### src/rtl/seq_divider_pkg.sv
// Shared constants for the sequential MIPS DIV/DIVU unit.
// Holds the default operand width (shared with the multiplier), the
// iteration counter width and the 2-bit FSM state encoding.
package seq_divider_pkg;

  // Operand/result width shared with the execute-stage multiplier
  localparam int unsigned DIV_WIDTH = 32;

  // Iteration counter width; 2**DIV_CNT_W must exceed DIV_WIDTH
  localparam int unsigned DIV_CNT_W = 6;

  // FSM state encoding
  localparam logic [1:0] DIV_IDLE = 2'd0;
  localparam logic [1:0] DIV_RUN  = 2'd1;
  localparam logic [1:0] DIV_FIX  = 2'd2;

endpackage

### src/rtl/seq_divider_div_step.sv
// One combinational restoring-division step.
// Ports:
//   rem_in, quo_in  partial remainder / quotient-dividend shift register
//   dvs             divisor magnitude
//   rem_out, quo_out  state after shifting left by one and a trial subtract
module seq_divider_div_step
  import seq_divider_pkg::*;
#(
  parameter int unsigned WIDTH = DIV_WIDTH
) (
  input  logic [WIDTH-1:0] rem_in,
  input  logic [WIDTH-1:0] quo_in,
  input  logic [WIDTH-1:0] dvs,
  output logic [WIDTH-1:0] rem_out,
  output logic [WIDTH-1:0] quo_out
);

  logic [WIDTH:0] shifted;
  logic           ge;

  // Shifted remainder needs one extra bit so the trial compare is exact
  always_comb begin
    shifted = {rem_in, quo_in[WIDTH-1]};
    ge      = (shifted >= {1'b0, dvs});
    rem_out = ge ? WIDTH'(shifted - {1'b0, dvs}) : shifted[WIDTH-1:0];
    quo_out = {quo_in[WIDTH-2:0], ge};
  end

endmodule

### src/rtl/seq_divider.sv
// Multi-cycle restoring divider for MIPS DIV (signed) and DIVU (unsigned).
// Produces quotient (LO) and remainder (HI); WIDTH steps plus one fix-up
// cycle per operation. All outputs are registered.
// Ports:
//   clk, rst         clock, asynchronous active-high reset
//   start            request a division (sampled only when idle)
//   is_signed        1 = DIV, 0 = DIVU
//   dividend/divisor operands, captured on the accepted start
//   busy             operation in flight
//   done             one-cycle pulse when results update
//   quotient/remainder/div_by_zero  results of the last completed op
module seq_divider
  import seq_divider_pkg::*;
#(
  parameter int unsigned WIDTH = DIV_WIDTH,
  parameter int unsigned CNT_W = DIV_CNT_W
) (
  input  logic             clk,
  input  logic             rst,
  input  logic             start,
  input  logic             is_signed,
  input  logic [WIDTH-1:0] dividend,
  input  logic [WIDTH-1:0] divisor,
  output logic             busy,
  output logic             done,
  output logic [WIDTH-1:0] quotient,
  output logic [WIDTH-1:0] remainder,
  output logic             div_by_zero
);

  logic [1:0]       state;
  logic [1:0]       state_next;
  logic [CNT_W-1:0] cnt;
  logic [WIDTH-1:0] rem_q;
  logic [WIDTH-1:0] quo_q;
  logic [WIDTH-1:0] dvs_mag;
  logic [WIDTH-1:0] dividend_raw;
  logic             neg_quo;
  logic             neg_rem;
  logic             dvs_zero;

  logic             a_neg_c;
  logic             b_neg_c;
  logic [WIDTH-1:0] a_mag_c;
  logic [WIDTH-1:0] b_mag_c;
  logic [WIDTH-1:0] step_rem_c;
  logic [WIDTH-1:0] step_quo_c;

  // Operand magnitudes; MIN_INT maps to unsigned 2**(WIDTH-1) naturally
  always_comb begin
    a_neg_c = is_signed & dividend[WIDTH-1];
    b_neg_c = is_signed & divisor[WIDTH-1];
    a_mag_c = a_neg_c ? (WIDTH'(0) - dividend) : dividend;
    b_mag_c = b_neg_c ? (WIDTH'(0) - divisor) : divisor;
  end

  seq_divider_div_step #(
    .WIDTH (WIDTH)
  ) u_step (
    .rem_in  (rem_q),
    .quo_in  (quo_q),
    .dvs     (dvs_mag),
    .rem_out (step_rem_c),
    .quo_out (step_quo_c)
  );

  // State register
  always_ff @(posedge clk or posedge rst) begin
    if (rst) begin
      state <= DIV_IDLE;
    end else begin
      state <= state_next;
    end
  end

  // Next-state logic
  always_comb begin
    state_next = state;
    case (state)
      DIV_IDLE: if (start) state_next = DIV_RUN;
      DIV_RUN:  if (cnt == CNT_W'(WIDTH - 1)) state_next = DIV_FIX;
      DIV_FIX:  state_next = DIV_IDLE;
      default:  state_next = DIV_IDLE;
    endcase
  end

  // Datapath and registered outputs
  always_ff @(posedge clk or posedge rst) begin
    if (rst) begin
      cnt          <= '0;
      rem_q        <= '0;
      quo_q        <= '0;
      dvs_mag      <= '0;
      dividend_raw <= '0;
      neg_quo      <= 1'b0;
      neg_rem      <= 1'b0;
      dvs_zero     <= 1'b0;
      busy         <= 1'b0;
      done         <= 1'b0;
      quotient     <= '0;
      remainder    <= '0;
      div_by_zero  <= 1'b0;
    end else begin
      busy <= (state_next != DIV_IDLE);
      done <= (state == DIV_FIX);
      case (state)
        DIV_IDLE: begin
          if (start) begin
            cnt          <= '0;
            rem_q        <= '0;
            quo_q        <= a_mag_c;
            dvs_mag      <= b_mag_c;
            dividend_raw <= dividend;
            neg_quo      <= a_neg_c ^ b_neg_c;
            neg_rem      <= a_neg_c;
            dvs_zero     <= (divisor == '0);
          end
        end
        DIV_RUN: begin
          rem_q <= step_rem_c;
          quo_q <= step_quo_c;
          cnt   <= cnt + CNT_W'(1);
        end
        DIV_FIX: begin
          // Zero divisor overrides the sign fix: all-ones / dividend as given
          if (dvs_zero) begin
            quotient  <= '1;
            remainder <= dividend_raw;
          end else begin
            quotient  <= neg_quo ? (WIDTH'(0) - quo_q) : quo_q;
            remainder <= neg_rem ? (WIDTH'(0) - rem_q) : rem_q;
          end
          div_by_zero <= dvs_zero;
        end
        default: ;
      endcase
    end
  end

endmodule

### config.mk
export PLATFORM = sky130hd
export DESIGN_NAME = seq_divider
export DESIGN_NICKNAME = d
export VERILOG_FILES = /design/src/rtl/seq_divider_pkg.sv /design/src/rtl/seq_divider_div_step.sv /design/src/rtl/seq_divider.sv
export SDC_FILE = /design/constraint.sdc
export NUM_CORES = 1
export LEC_CHECK = 0
export CORE_MARGIN = 4
export CORE_UTILIZATION = 60
export CTS_CLUSTER_DIAMETER = 40
export DETAILED_ROUTE_END_ITERATION = 10
export MAX_ROUTING_LAYER = met4
export PLACE_DENSITY = 0.93
export SLEW_MARGIN = 40
export SYNTH_ARGS = -nofsm -noshare
export SYNTH_HDL_FRONTEND = slang
export SYNTH_SLANG_ARGS = --single-unit
### constraint.sdc
create_clock -name clk -period 14.6 [get_ports clk]
set_clock_uncertainty 0.1 [all_clocks]
set_input_delay 2.19 -clock clk [delete_from_list [all_inputs] [get_ports clk]]
set_output_delay 2.19 -clock clk [all_outputs]
set_load 0.01 [all_outputs]
==> run_results.csv <==
group,metric,value,unit
floorplan,dieArea,0.0235,mm^2
place,gp_congestion,0.952,
sta,min_period,5.02,ns
synthesis,ys_warn_count,0,
cells_and_area,drive_above_1_share,5.99,%
sta,final_max_slew_viol_count,0,
floorplan,start_util,61.7,%
worst_setup_path,crit_path_cell_trace,"clkdlybuf4s50_1 -> or3_1 -> or4_4 -> nor3b_4 -> nor3b_4 -> nand3b_2 -> or4_1 -> or4_1 -> a21oi_1 -> a221o_2",
cts,clock-sinks,206,
power,power.density,237,mW/mm^2
worst_setup_path,crit_type,"in -> reg",
synthesis,synth_nets,1599,
drt,ant_nets,0,
cts,cts_hold_buf,0,
drt,via_count,11400,
global_routing,antenna_found_initial,0,
power,p_comb_share,50.8,%
power,switching_share,43.9,%
power,p_clk_share,20.0,%
place,portBuffers,134,
power,seq_power_share,29.3,%
synthesis,synth_edf_count,0,
power,vdd_ir_drop_max,110,uV
power,fin_total_pwr,3.58,mW
global_routing,use_met2,47.8,%
synthesis,avgSynthCellArea,8.47,um^2
synthesis,synth_seq_cells,206,
cells_and_area,final_core_util,73.5,%
synthesis,syn_area,0.0126,mm^2
global_routing,grt_usage,30.2,%
cells_and_area,layout.nets,1687,
global_routing,grt_pass1_vias,11000,
worst_setup_path,crit_path_end_kind,"flip-flop",
run_status,run_status,"finished clean",
synthesis,synthCells,1493,
floorplan,die_w,153,um
sta,hold_viol,0,
worst_setup_path,cpPeakStageDelay,0.49,ns
worst_setup_path,cp-startpoint,"dividend[2]",
cts,cts_tree,"yes",
floorplan,fp.dieH,153,um
drt,drtPass1Iterations,5,
global_routing,grt_pass1_wl,56900,um
worst_setup_path,worstPathMaxFanout,5,
synthesis,yosys-top-cells-count,"247 x nand2_1, 206 x dfrtp_1, 174 x o21ai_0",
drt,drt_iter0_drc,874,
place,placed_cell_area,0.0141,mm^2
synthesis,ys.flop_type,"dfrtp_1",
cts,post_cts_buffers,0,
drt,avgViaCountPerCell,6.07,
cts,clk_pin_slew,0.06,ns
sta,max_freq,199,MHz
synthesis,yosysUniqueCellTypes,64,
global_routing,use_met1,40.1,%
cells_and_area,diodes,0,
cts,clock_latency,0.56,ns
global_routing,overflow,0,
cells_and_area,area_growth,19.2,%
floorplan,top_level_ports,135,
sta,maxSlewHeadroom,49.7,%
cts,clockBufferDepth,3,
synthesis,synth_area_leader_cell,"dfrtp_1",
power,p_sw,1.57,mW
drt,wl_per_cell,18.8,um
run,max_cap_violations,0,
cells_and_area,final_area,0.0151,mm^2
cts,h-tree-depth,1,
cts,cts_resized,0,
worst_setup_path,cp_top_family,"simple AND/OR/NAND/NOR gates",
drt,wl,35200,um
hold_path,min_path_type,"reg -> reg",
place,dpl.hpwl,25300,um
synthesis,synth_most_common_cell,"nand2_1",
global_routing,use_met3,3.85,%
global_routing,grt_max_degree,126,
floorplan,num_rows,52,
hold_path,worstHoldStart,"dividend_raw[15]",
worst_setup_path,critPathLaunchType,"input pin",
synthesis,synthTopCellsByArea,"dfrtp_1 41%, nand2_1 7.3%, o21ai_0 6.9%",
sta,post-route-period-util,34.4,%
cts,cts_buffers,29,
floorplan,coreArea,0.0205,mm^2
power,internal_power,2.01,mW
sta,hold_slack,0.368,ns
sta,finalSetupTns,0,ns
worst_setup_path,path_buf_inv,1,
drt,drc,0,
global_routing,grt.busiest_layer,"met2",
worst_setup_path,critical_path_required,14.99,ns
worst_setup_path,crit-reg2reg-launch,"rem_q[10]",
sta,rsz0062_at_grt,"false",
power,p_leak,6.57,nW
sta,tightestPinTransition,0.753,ns
worst_setup_path,arrival,5.42,ns
cts,cts-root-buf,"clkbuf_16",
synthesis,postSynth.asyncResetShare,100,%
synthesis,ys_seq_area_share,40.8,%
worst_setup_path,crit_slowest_cell,"clkdlybuf4s50_1",
synthesis,synth_top_cell_area_share,40.8,%
sta,setup_viol,0,
cell type report:
type / count / area [um^2]
Clock buffer: 34 / 764
Clock inverter: 18 / 229
Fill cell: 1515 / 5420
Inverter: 57 / 226
Multi-Input combinational cell: 1143 / 6940
Sequential cell: 206 / 5160
Tap cell: 270 / 338
Timing Repair Buffer: 144 / 1420
metal layers:
| layer | up-vias | part of all wire, % | wire (um) |
|---|---|---|---|
| li1 | 5404 | - | - |
| met1 | 5431 | 42 | 14700 |
| met2 | 460 | 47 | 16400 |
| met3 | 73 | 7.9 | 2770 |
| met4 | 0 | 3.6 | 1280 |
| met5 | - | 0 | 0 |
cell families (layout without fill, tap and decap cells):
| kind of cell | Yosys count | after routing | synth area share (%) |
|---|---|---|---|
| compound gates | 436 | 436 | 20.6 |
| xor+xnor | 148 | 148 | 10.3 |
| fa+ha+maj | 38 | 38 | 3.82 |
| buf+inv | 144 | 253 | 4.61 |
| flops | 206 | 206 | 40.8 |
| mux | 22 | 22 | 1.75 |
| simple gates | 499 | 499 | 18.2 |
power by group through the flow:
stage / sequential (mW) / clock (mW) / combinational (mW)
2_1_floorplan: 0.962 / 0 / 1.39
3_3_place_gp: 1.03 / 0 / 1.72
3_5_place_dp: 1.04 / 0 / 1.78
4_1_cts: 1.04 / 0.719 / 1.80
5_1_grt: 1.08 / 0.746 / 2.03
6_report: 1.05 / 0.715 / 1.82
state kept, by name, indices dropped and copies added (netlist names), 2 cells and up:
register / count
dividend_raw: 32
dvs_mag: 32
quo_q: 32
quotient: 32
rem_q: 32
remainder: 32
cnt: 6
state: 2
stage by stage:
step,std cells,setup WS (ns)
floorplan,1493,6.69
global placement,1820,9.11
detailed placement,1820,9.06
CTS,1872,9.61
global route,1872,9.32
finish,1872,9.58
worst paths after layout:
kind                                    end  slack [ns]  cells past startpoint
max                               quo_q[31]        9.58                     10
min                        dividend_raw[15]        0.37                      2
max reg2reg                       rem_q[12]       10.62                     10
min reg2reg                dividend_raw[15]        0.37                      2
max in group asynchronous           neg_rem       11.10                      3
min in group asynchronous          quo_q[2]        2.05                      2
worst reg2reg max path: cells and delay by family (launching register included):
| kind | cells | cell delay (ns) |
|---|---|---|
| AOI/OAI and AO/OA | 4 | 1.15 |
| adders and majority gates | 1 | 0.50 |
| buffers and inverters | 1 | 0.44 |
| DFF | 1 | 0.48 |
| muxes | 1 | 0.26 |
| and+or+nand+nor | 3 | 0.90 |
cell usage in the layout, fill, tap and decap left out, drive strengths merged, types with 21 or more instances in the layout:
cell type      instances
nand2                247
dfrtp                206
o21ai                176
clkdlybuf4s50        134
a21oi                123
nor2                 100
xor2                  88
inv                   62
xnor2                 60
ha                    37
clkbuf                34
o31ai                 26
a22oi                 21
mux2i                 21
No activity file was read; power rests on OpenSTA's default activity.
